===== src/rtl/switch_sched.sv =====
// Output scheduler for the 4-port switch: per-output round-robin grants,
// multicast progress tracking per input head, FIFO pop strobes and statistics.
module switch_sched #(
   parameter int NUM_PORTS = 4,
   parameter int CNT_W     = 16
) (
   input  logic                           clk,
   input  logic                           rst,
   input  logic [NUM_PORTS-1:0]           i_head_valid,
   input  logic [NUM_PORTS*NUM_PORTS-1:0] i_head_target,
   input  logic [NUM_PORTS-1:0]           i_out_ready,
   output logic [NUM_PORTS*NUM_PORTS-1:0] o_grant,
   output logic [NUM_PORTS-1:0]           o_out_valid,
   output logic [NUM_PORTS-1:0]           o_pop,
   output logic [CNT_W-1:0]               o_zero_tgt_cnt,
   output logic [CNT_W-1:0]               o_deliv_cnt,
   output logic                           o_proto_err
);
   localparam int PW = $clog2(NUM_PORTS);
   localparam int NW = PW + 1;

   logic [PW-1:0]        r_rr_ptr     [NUM_PORTS];
   logic [NUM_PORTS-1:0] r_served     [NUM_PORTS];
   logic [CNT_W-1:0]     r_zero_cnt;
   logic [CNT_W-1:0]     r_deliv_cnt;
   logic                 r_proto_err;

   logic [NUM_PORTS-1:0] w_target     [NUM_PORTS];
   logic [NUM_PORTS-1:0] w_rem        [NUM_PORTS];
   logic [NUM_PORTS-1:0] w_out_gnt    [NUM_PORTS];
   logic [NUM_PORTS-1:0] w_in_gnt     [NUM_PORTS];
   logic [NUM_PORTS-1:0] w_new_served [NUM_PORTS];
   logic [PW-1:0]        w_next_ptr   [NUM_PORTS];
   logic [NUM_PORTS-1:0] w_pop;
   logic [NUM_PORTS-1:0] w_zero;
   logic [NUM_PORTS-1:0] w_withdraw;
   logic [NUM_PORTS-1:0] w_out_valid;

   function automatic logic [CNT_W-1:0] sat_add(input logic [CNT_W-1:0] a,
                                                 input logic [NW-1:0]    b);
      logic [CNT_W:0] s;
      s = {1'b0, a} + {{(CNT_W + 1 - NW){1'b0}}, b};
      return s[CNT_W] ? '1 : s[CNT_W-1:0];
   endfunction

   // Reset masks all requests so every output collapses to idle at once.
   always_comb begin
      for (int i = 0; i < NUM_PORTS; i++) begin
         w_target[i] = i_head_target[i*NUM_PORTS +: NUM_PORTS];
         w_rem[i]    = (i_head_valid[i] && !rst) ? (w_target[i] & ~r_served[i]) : '0;
      end
   end

   // Scan farthest-first so the candidate nearest to rr_ptr is the one kept.
   always_comb begin
      for (int o = 0; o < NUM_PORTS; o++) begin
         w_out_gnt[o]  = '0;
         w_next_ptr[o] = r_rr_ptr[o];
         if (i_out_ready[o]) begin
            for (int k = NUM_PORTS - 1; k >= 0; k--) begin
               if (w_rem[r_rr_ptr[o] + PW'(k)][o]) begin
                  w_out_gnt[o]  = NUM_PORTS'(1) << (r_rr_ptr[o] + PW'(k));
                  w_next_ptr[o] = r_rr_ptr[o] + PW'(k + 1);
               end
            end
         end
      end
   end

   always_comb begin
      for (int i = 0; i < NUM_PORTS; i++) begin
         w_in_gnt[i] = '0;
      end
      for (int o = 0; o < NUM_PORTS; o++) begin
         for (int i = 0; i < NUM_PORTS; i++) begin
            w_in_gnt[i][o] = w_out_gnt[o][i];
         end
      end
      for (int i = 0; i < NUM_PORTS; i++) begin
         w_new_served[i] = r_served[i] | w_in_gnt[i];
         w_zero[i]       = i_head_valid[i] && !rst && (w_target[i] == '0);
         w_pop[i]        = (i_head_valid[i] && !rst && (w_new_served[i] == w_target[i]))
                           || w_zero[i];
         w_withdraw[i]   = !i_head_valid[i] && (r_served[i] != '0);
      end
      for (int o = 0; o < NUM_PORTS; o++) begin
         w_out_valid[o] = |w_out_gnt[o];
      end
   end

   always_comb begin
      o_grant = '0;
      for (int o = 0; o < NUM_PORTS; o++) begin
         o_grant[o*NUM_PORTS +: NUM_PORTS] = w_out_gnt[o];
      end
   end

   assign o_out_valid    = w_out_valid;
   assign o_pop          = w_pop;
   assign o_zero_tgt_cnt = r_zero_cnt;
   assign o_deliv_cnt    = r_deliv_cnt;
   assign o_proto_err    = r_proto_err;

   // A withdrawn head forgets its progress; the replacement starts from scratch.
   always_ff @(posedge clk or posedge rst) begin
      if (rst) begin
         for (int n = 0; n < NUM_PORTS; n++) begin
            r_rr_ptr[n] <= '0;
            r_served[n] <= '0;
         end
         r_zero_cnt  <= '0;
         r_deliv_cnt <= '0;
         r_proto_err <= 1'b0;
      end else begin
         for (int o = 0; o < NUM_PORTS; o++) begin
            r_rr_ptr[o] <= w_next_ptr[o];
         end
         for (int i = 0; i < NUM_PORTS; i++) begin
            if (!i_head_valid[i] || w_pop[i]) begin
               r_served[i] <= '0;
            end else begin
               r_served[i] <= w_new_served[i];
            end
         end
         r_zero_cnt  <= sat_add(r_zero_cnt, NW'($countones(w_zero)));
         r_deliv_cnt <= sat_add(r_deliv_cnt, NW'($countones(w_out_valid)));
         if (|w_withdraw) begin
            r_proto_err <= 1'b1;
         end
      end
   end

endmodule


===== config.mk =====
export PLATFORM = sky130hd
export DESIGN_NAME = switch_sched
export DESIGN_NICKNAME = d
export VERILOG_FILES = /design/src/rtl/switch_sched.sv
export SDC_FILE = /design/constraint.sdc
export NUM_CORES = 1
export LEC_CHECK = 0
export CAP_MARGIN = 20
export CORE_ASPECT_RATIO = 0.9
export CORE_MARGIN = 4
export CORE_UTILIZATION = 35
export CTS_CLUSTER_DIAMETER = 100
export DETAILED_ROUTE_END_ITERATION = 6
export GPL_ROUTABILITY_DRIVEN = 0
export PLACE_DENSITY_LB_ADDON = 0.08
export SLEW_MARGIN = 10
export SYNTH_ARGS = -nofsm -noshare
export SYNTH_HDL_FRONTEND = slang
export SYNTH_SLANG_ARGS = --single-unit

===== constraint.sdc =====
create_clock -name clk -period 5.05 [get_ports clk]
set_input_delay 1.01 -clock clk [delete_from_list [all_inputs] [get_ports clk]]
set_output_delay 1.01 -clock clk [all_outputs]
set_load 0.05 [all_outputs]

==> results of run 1 <==
## worst max-delay path by stage
stage / end / cells past startpoint
2_1_floorplan: o_deliv_cnt[6] / 16
3_3_place_gp: o_deliv_cnt[12] / 16
3_5_place_dp: o_deliv_cnt[10] / 17
4_1_cts: o_pop[3] / 12
5_1_grt: o_pop[1] / 12
6_report: o_pop[1] / 12
## layout make-up
type | count | area (um^2) | area share, %
tap | 198 | 247.7 | 3.044
multi-input combinational | 478 | 4119 | 50.61
sequential | 57 | 1426 | 17.52
clock inverter | 5 | 31.28 | 0.3843
inverter | 32 | 122.6 | 1.507
timing repair buffer | 227 | 1949 | 23.95
clock buffer | 11 | 242.7 | 2.982
## metrics by stage
| stage | worst slack (ps) | cell area (um^2) |
|---|---|---|
| floorplan | -106.0 | 5582 |
| global placement | -440.3 | 7513 |
| detailed placement | -543.8 | 7513 |
| CTS | 2.332 | 7933 |
| global route | -17.56 | 8139 |
| finish | 44.42 | 8139 |
## metal layers
layer / wire length [um] / vias up / share of wire [%]
li1: - / 2718 / -
met1: 8686 / 2841 / 47
met2: 8743 / 153 / 47
met3: 886 / 18 / 4.8
met4: 299 / 0 / 1.6
met5: 0 / - / 0
## state kept, by name, indices dropped and copies added (netlist names)
name / cells
r_served: 16
o_proto_err: 1
o_zero_tgt_cnt: 16
r_rr_ptr: 8
o_deliv_cnt: 16
## cells by family after synthesis
kind of cell | synth area share (%)
buf+inv | 4.036
mux | 8.559
compound gates | 25.96
xor+xnor | 3.735
simple gates | 24.87
fa+ha+maj | 6.402
flops | 26.44
## worst max-delay path: cells and delay by family
family / cells / cell delay, ps
and+or+nand+nor: 2 / 560
muxes: 1 / 560
buffers and inverters: 5 / 970
AOI/OAI and AO/OA: 4 / 900
## layout by cell type, fill, tap and decap left out, types with 7 or more instances in the layout
master,n
buf_4,159
dfrtp_1,57
clkdlybuf4s50_1,47
nand2_1,44
nor2_1,41
nand3_1,34
o21ai_0,33
inv_1,27
a211oi_1,26
mux4_2,20
a21oi_1,18
ha_1,18
nor2b_1,17
o21ai_1,16
nand4bb_1,15
xnor2_1,14
a211oi_2,12
or3_1,12
a2111oi_4,11
nor4_1,10
a211oi_4,9
xor2_1,9
clkbuf_16,9
a22o_1,8
and4bb_2,7
a22oi_1,7
and4bb_1,7
## power groups by stage
stage	Clock (mW)	Combinational, mW	Sequential (mW)
after floorplan	0	2.09	0.906
after global placement	0	3.36	0.770
after detailed placement	0	3.41	0.775
after CTS	0.587	3.52	0.769
after global routing	0.602	3.96	0.800
final	0.573	3.66	0.774
## what timing repair did
| item | 4_1_cts | 5_1_grt |
|---|---|---|
| resized for setup | 25 | 32 |
| gates cloned | 1 | 0 |
| pin swaps | 10 | 24 |
| buffers inserted | 6 | 8 |
| setup endpoints to repair | 22 | 21 |
==> flow_summary.json, run 1 <==
{
  "grtUsageMet3_pct": 3.677,
  "hpwl_mm": 14.27,
  "wl_per_cell_um": 18.47,
  "fp-row-count": 42,
  "track_usage_pct": 20.51,
  "via_per_inst": 5.685,
  "cpPeakStageDelay_ps": 560,
  "nets": 855,
  "synth_edf_count": 0,
  "die_h_um": 125.8,
  "yosysSeqAreaShare_pct": 26.44,
  "synth.largest_area_cell": "dfrtp_1",
  "comb_power_share_pct": 73.1,
  "worst_slew_pin_slew_ps": 888.6,
  "synth_top_cells_by_count": "57 x dfrtp_1, 46 x a211oi_1, 44 x nand2_1",
  "worst_r2r_startpoint": "r_rr_ptr[7]",
  "reg2reg_slack_ps": 370,
  "drive_above_1_share_pct": 34.57,
  "grt_max_degree": 43,
  "synthToLayoutAreaGrowth_pct": 50.89,
  "fin_crit_sh_pct": 99.12,
  "cp_cell_sequence": "dlygate4sd2_1 > buf_4 > and4bb_1 > mux4_2 > buf_4 > a2111oi_4 > a211oi_4 > buf_4 > or3_1 > a22oi_2 > a21o_1 > buf_12",
  "grt_pass1_vias": 5696,
  "clock-sinks": 57,
  "fin_util_pct": 54.54,
  "worstReg2RegEnd": "o_deliv_cnt[10]",
  "finalPower_mw": 5.006,
  "power.leakage_nw": 3.504,
  "routed_wl_mm": 18.62,
  "async_reset_ff_share_pct": 100.0,
  "clock_skew_ps": 9.289,
  "worst_hold_slack_ps": 539.5,
  "top_usage_layer": "met2",
  "grtUsageMet2_pct": 32.99,
  "clockRootBuffer": "clkbuf_16",
  "port_buffers": 82,
  "start_util_pct": 36.14,
  "relSlewSlack_pct": 40.68,
  "setup_tns_ps": 0,
  "min_to": "o_proto_err",
  "grt_antenna_before_repair": 0,
  "maxCapViolations": 0,
  "vias": 5730,
  "slowest_stage": "mux4_2",
  "cp-end-kind": "output pin",
  "grt_pass1_wl_mm": 29.55,
  "holdBufCountCts": 0,
  "holdPathStages": 1,
  "peakVddDrop_mv": 0.6036,
  "synth_top_cell_area_share_pct": 26.44,
  "p_int_mw": 2.569,
  "synth-seq-cells": 57,
  "status": "finished clean",
  "syn_avg_cell_area_um2": 9.189,
  "power_frac_clock_pct": 11.4,
  "yosys_warnings": 0,
  "drcViolationCount": 0,
  "diodes": 0,
  "power_switching_share_pct": 48.68,
  "powerDensity_nw_per_um2": 615.0,
  "clock.fmax_mhz": 199.8,
  "yosys.cell_types.count": 57,
  "setup_violations": 0,
  "required_ps": 4040,
  "ctsHtreeMaxLevel": 3,
  "dieArea_um2": 17460,
  "stdcell_count": 1008,
  "p_sw_mw": 2.437,
  "synth_nets": 637,
  "hold_violations": 0,
  "hp-start": "o_proto_err",
  "ant_nets": 0,
  "seq_power_share_pct": 15.5,
  "io_pins": 83,
  "core_um2": 14920,
  "first_pass_iters": 5,
  "critical_path_class": "input port to output pin",
  "crit_path_frequent_cell": "buf_4",
  "synth.cell_area_um2": 5394,
  "netlist_instances": 587,
  "dp_cells": 977,
  "clk_latency_ps": 340,
  "clock_path_buffers": 2,
  "hold_class": "flip-flop to flip-flop",
  "start_kind": "input port",
  "report.final.slew_viol_count": 0,
  "cp_max_fo": 8,
  "rr_worst_depth": 17,
  "met1_usage_pct": 28.30,
  "cts_buffers": 9,
  "synthFlopType": "dfrtp_1",
  "nFillCells": 1377,
  "grt.overflow.total": 0,
  "first_iter_violations": 429,
  "tritoncts": "done",
  "netlist_top_cells_area": "dfrtp_1 26%, mux4_2 8.4%, a211oi_1 6.4%",
  "yosysMostFrequentCell": "dfrtp_1",
  "crit_arrival_ps": 4000,
  "fin_crit_ps": 5006,
  "worstSetupStartpoint": "i_head_valid[2]",
  "clkTransAtPathRegs_ps": 60,
  "fp.dieW_um": 138.9
}
No activity file was read; power rests on OpenSTA's default activity.
==> run 2: changes to the inputs <==
--- a/config.mk
+++ b/config.mk
@@ -7,12 +7,13 @@
 export LEC_CHECK = 0
 export CAP_MARGIN = 20
 export CORE_ASPECT_RATIO = 0.9
-export CORE_MARGIN = 4
+export CORE_MARGIN = 2
 export CORE_UTILIZATION = 35
 export CTS_CLUSTER_DIAMETER = 100
 export DETAILED_ROUTE_END_ITERATION = 6
 export GPL_ROUTABILITY_DRIVEN = 0
 export PLACE_DENSITY_LB_ADDON = 0.08
+export REMOVE_ABC_BUFFERS = 1
 export SLEW_MARGIN = 10
 export SYNTH_ARGS = -nofsm -noshare
 export SYNTH_HDL_FRONTEND = slang
==> run 2 against run 1 <==
Against the previous run: wire length decreased by 4.4%; largest cell class unchanged; non-clock buffer count shrank 8; worst hold slack got worse by 32 ps; critical endpoint is now o_pop[2]; global-route usage grew 1.5 points; total power is 2.0% lower; sequential power shrank 2%.
==> flow_summary.json, run 2 (same netlist as run 1, synthesis figures left out) <==
{
  "dp_slack_ps": -614.6,
  "port_buffers": 82,
  "final_cell_mix": "131 x buf_4, 57 x dfrtp_1, 46 x clkdlybuf4s50_1",
  "dp_cells": 970,
  "clock_path_buffers": 2,
  "crit_arrival_ps": 3980,
  "rsz0062_at_grt": "no",
  "ctsHtreeMaxLevel": 3,
  "synthToLayoutAreaGrowth_pct": 50.55,
  "hold_violations": 0,
  "maxCapViolations": 0,
  "nets": 847,
  "fin_crit_ps": 4994,
  "cp_max_fo": 4,
  "fp-row-count": 43,
  "peakVddDrop_mv": 0.3358,
  "worst_r2r_startpoint": "r_rr_ptr[4]",
  "track_usage_pct": 22.03,
  "setup_tns_ps": 0,
  "grt_antenna_before_repair": 0,
  "grt_pass1_vias": 5565,
  "worst_slew_pin_slew_ps": 592.4,
  "fp.dieW_um": 134.9,
  "power.leakage_nw": 3.509,
  "start_kind": "input port",
  "worstReg2RegEnd": "o_deliv_cnt[11]",
  "clock-sinks": 57,
  "relSlewSlack_pct": 59.49,
  "grt_max_degree": 46,
  "vias": 5641,
  "final_common_cell": "buf_4",
  "clock_skew_ps": 8.063,
  "cp-end-kind": "output pin",
  "fin_ws_ps": 56.22,
  "worstSetupStartpoint": "i_head_target[11]",
  "core_um2": 15230,
  "io_pins": 83,
  "crit_end": "o_pop[2]",
  "die_h_um": 121.8,
  "drive_above_1_share_pct": 31.30,
  "critical_path_class": "input port to output pin",
  "setup_violations": 0,
  "diodes": 0,
  "hold_class": "flip-flop to flip-flop",
  "drcViolationCount": 0,
  "first_iter_violations": 389,
  "tritoncts": "done",
  "stdcell_count": 1004,
  "reg2reg_slack_ps": 390,
  "grt.overflow.total": 0,
  "status": "finished clean",
  "grt_pass1_wl_mm": 28.66,
  "final_cell_area_um2": 8120,
  "clkTransAtPathRegs_ps": 60,
  "required_ps": 4040,
  "first_pass_iters": 5,
  "clock.fmax_mhz": 200.2,
  "rr_worst_depth": 17,
  "report.final.slew_viol_count": 0,
  "cts_buffers": 9,
  "ant_nets": 0,
  "hpwl_mm": 13.42,
  "wl_per_cell_um": 17.72,
  "routed_wl_mm": 17.80,
  "placed_area_um2": 7416,
  "worst_hold_slack_ps": 507.6,
  "fin_crit_sh_pct": 98.89,
  "dieArea_um2": 16420,
  "via_per_inst": 5.619,
  "start_util_pct": 35.43,
  "clockRootBuffer": "clkbuf_16",
  "clk_latency_ps": 340,
  "powerDensity_nw_per_um2": 603.8
}
## run 2: cell types whose count changed in the layout (fill, tap and decap cells not counted), moves of 2 or more
cell | previous run | this run
buf_12 | 5 | 18
and3_4 | 2 | 0
and3_1 | 6 | 8
o21ai_1 | 16 | 13
buf_4 | 159 | 131
buf_6 | 4 | 10
o21ai_0 | 33 | 37
a211oi_1 | 26 | 38
a211oi_4 | 9 | 0
dlymetal6s2s_1 | 5 | 7
a211oi_2 | 12 | 9
## run 2: stage by stage
step / util (%) / total power [mW]
6_report: 53.33 / 4.903
5_1_grt: 53.33 / 5.269
4_1_cts: 51.70 / 4.779
3_5_place_dp: 48.71 / 4.042
3_3_place_gp: 48.71 / 3.994
2_1_floorplan: - / 2.820
## run 2: final cells by class
type	instances	area, um^2
clock buffer	11	242.7
clock inverter	5	55.05
fill	1372	7106
inverter	32	122.6
multi-input combinational	478	3946
sequential	57	1426
tap	202	252.7
timing repair buffer	219	2074
## run 2: critical path: stages
cell and delay [ps]:
clkdlybuf4s50_1 480, and4bb_2 300, mux4_2 520, a2111oi_1 430
a211oi_1 160, buf_4 190, or3_1 320, a22oi_2 190
a21o_1 230, buf_12 160
## run 2: timing repair
action	in CTS	in global routing
gates resized for setup	31	33
cloned	1	1
hold buffers	0	0
pin swaps	5	17
endpoints found under the setup margin	24	21
buffers inserted	5	11
## run 2: worst min path at each step
stage                 startpoint            to  slack [ps]  cells after the start
global route         o_proto_err   o_proto_err         530                      1
floorplan           r_served[10]  r_served[10]         580                      2
finish               o_proto_err   o_proto_err         510                      1
CTS                  o_proto_err   o_proto_err         510                      1
detailed placement   o_proto_err   o_proto_err         500                      1
global placement     o_proto_err   o_proto_err         500                      1
## run 2: report_power, final
group	internal [mW]	leakage (nW)	switching, mW
Combinational	1.61	2.63	1.92
Sequential	0.595	0.741	0.161
Clock	0.393	0.142	0.229
## run 2: layer usage
| layer | GRT usage, % | routed length (um) | vias to the layer above | share of wire (%) |
|---|---|---|---|---|
| met2 | 34.42 | 8158 | 150 | 46 |
| met5 | 0 | 0 | - | 0 |
| li1 | - | - | 2714 | - |
| met3 | 3.953 | 810 | 21 | 4.6 |
| met4 | 5.724 | 309 | 0 | 1.7 |
| met1 | 31.50 | 8517 | 2756 | 48 |
==> run 3: changes to the inputs <==
--- a/config.mk
+++ b/config.mk
@@ -8,7 +8,7 @@
 export CAP_MARGIN = 20
 export CORE_ASPECT_RATIO = 0.9
 export CORE_MARGIN = 2
-export CORE_UTILIZATION = 35
+export CORE_UTILIZATION = 55
 export CTS_CLUSTER_DIAMETER = 100
 export DETAILED_ROUTE_END_ITERATION = 6
 export GPL_ROUTABILITY_DRIVEN = 0
==> run 3 against run 2 <==
Against the previous run: the run now ends with DRC, setup timing left; maximum frequency fell by 2.7%; clock skew up 11 ps; worst setup slack worse by 140 ps; combinational power is 14% higher; count of clock-buffer cells in the layout decreased by 1; critical path depth shrank 1.
==> flow_summary.json, run 3 (same netlist as run 1, synthesis figures left out) <==
{
  "status": "finished with violations",
  "violations": "DRC, setup timing",
  "hold_violations": 0,
  "peakVddDrop_mv": 0.5683,
  "clockRootBuffer": "clkbuf_8",
  "holdBufCountCts": 0,
  "dieArea_um2": 10620,
  "fin_ws_ps": -80.86,
  "fp-row-count": 34,
  "start_util_pct": 56.10,
  "power.leakage_nw": 3.568,
  "port_buffers": 82,
  "maxCapViolations": 0,
  "tritoncts": "done",
  "rsz0062_at_grt": "yes",
  "cp-end-kind": "output pin",
  "grt.overflow.total": 0,
  "critical_path_class": "input port to output pin",
  "grt_max_degree": 35,
  "crit_arrival_ps": 4120,
  "routed_wl_mm": 22.64,
  "worst_slew_pin_slew_ps": 797.3,
  "drcViolationCount": 13,
  "drive_above_1_share_pct": 36.84,
  "start_kind": "input port",
  "fin_crit_sh_pct": 101.6,
  "core_um2": 9614,
  "ctsHtreeMaxLevel": 3,
  "vias": 6682,
  "grt_pass1_wl_mm": 32.37,
  "clk_latency_ps": 360,
  "nets": 863,
  "fin_crit_ps": 5131,
  "cp_max_fo": 8,
  "cpPeakStageDelay_ps": 630,
  "required_ps": 4040,
  "final_cell_mix": "145 x buf_4, 57 x dfrtp_1, 52 x clkdlybuf4s50_1",
  "synthToLayoutAreaGrowth_pct": 55.05,
  "clock.fmax_mhz": 194.9,
  "cp_cell_sequence": "clkdlybuf4s50_1 > and4bb_2 > mux4_2 > a2111oi_2 > a2111oi_0 > a211oi_1 > a21boi_2 > a21o_1 > buf_12",
  "clock_skew_ps": 18.87,
  "diodes": 0,
  "setup_violations": 1,
  "fp.dieW_um": 108.4,
  "slowest_stage": "mux4_2",
  "grt_antenna_before_repair": 0,
  "relSlewSlack_pct": 46.77,
  "wl_per_cell_um": 24.00,
  "first_iter_violations": 843,
  "clock_path_buffers": 2,
  "clock-sinks": 57,
  "die_h_um": 97.95,
  "ant_nets": 0,
  "report.final.slew_viol_count": 0,
  "final_cell_area_um2": 8363,
  "hold_class": "flip-flop to flip-flop",
  "via_per_inst": 7.086,
  "powerDensity_nw_per_um2": 621.5,
  "worst_hold_slack_ps": 519.9,
  "cts_buffers": 9,
  "io_pins": 83,
  "placed_area_um2": 7276,
  "first_pass_iters": 7,
  "hpwl_mm": 12.99,
  "final_common_cell": "buf_4",
  "track_usage_pct": 39.11,
  "grt_pass1_vias": 6367,
  "clkTransAtPathRegs_ps": 80
}
-- run 3: cell types whose count changed in the layout (fill, tap and decap cells not counted), sizes merged --
cell / change
clkbuf: -2
bufbuf: +1
buf: +15
bufinv: -1
clkdlybuf4s50: +6
dlymetal6s2s: -6
clkdlybuf4s15: +1
clkinvlp: +1
-- run 3: repair_timing --
item	CTS	global route
buffers inserted	24	14
gates resized for setup	69	40
endpoints found under the setup margin	23	22
pin swaps	31	34
gates cloned	2	0
-- run 3: metrics by stage --
step                setup WS, ps  util, %  std cells  setup TNS [ps]  power [mW]
floorplan                 -977.1        -        567          -15260       2.820
finish                    -80.86    86.99        943          -80.86       5.197
detailed placement        -731.2    75.68        888          -11490       4.033
global placement          -498.3    75.68        888           -8146       3.900
global route              -95.81    86.99        943          -730.7       5.428
CTS                        12.22    84.20        929               0       4.756
-- run 3: worst max-delay path: cells and delay by family --
kind | cells | cell delay, ps
buf+inv | 2 | 640
simple gates | 1 | 300
mux | 1 | 630
compound gates | 5 | 1540
-- run 3: final timing paths --
kind                                   from           endpoint  slack, ps  cells after the start
max reg2reg                     r_rr_ptr[7]     o_deliv_cnt[6]        190                     17
min                             o_proto_err        o_proto_err        520                      1
min in group asynchronous               rst       r_served[11]       1430                      6
min reg2reg                     o_proto_err        o_proto_err        520                      1
max in group asynchronous               rst  o_zero_tgt_cnt[2]       2780                      7
max                        i_head_target[0]           o_pop[3]        -80                      9
-- run 3: per-layer routing --
metal  share of wire [%]  vias up  GRT usage [%]
met3                  11      176          8.478
met4                 6.8        0          18.93
met1                  36     3151          49.24
met2                  46      609          63.86
li1                    -     2746              -
met5                   0        -              0
-- run 3: layout make-up --
type,count,area (um^2)
multi-input combinational,478,4267
timing repair buffer,235,2222
sequential,57,1426
fill,461,1251
tap,126,157.7
clock buffer,10,137.6
inverter,32,120.1
clock inverter,5,32.53
-- run 3: report_power, final --
part | leakage (nW) | switching, mW | internal, mW
combinational | 2.75 | 2.25 | 1.75
sequential | 0.741 | 0.188 | 0.593
clock | 0.0802 | 0.224 | 0.187
total | 3.57 | 2.66 | 2.53
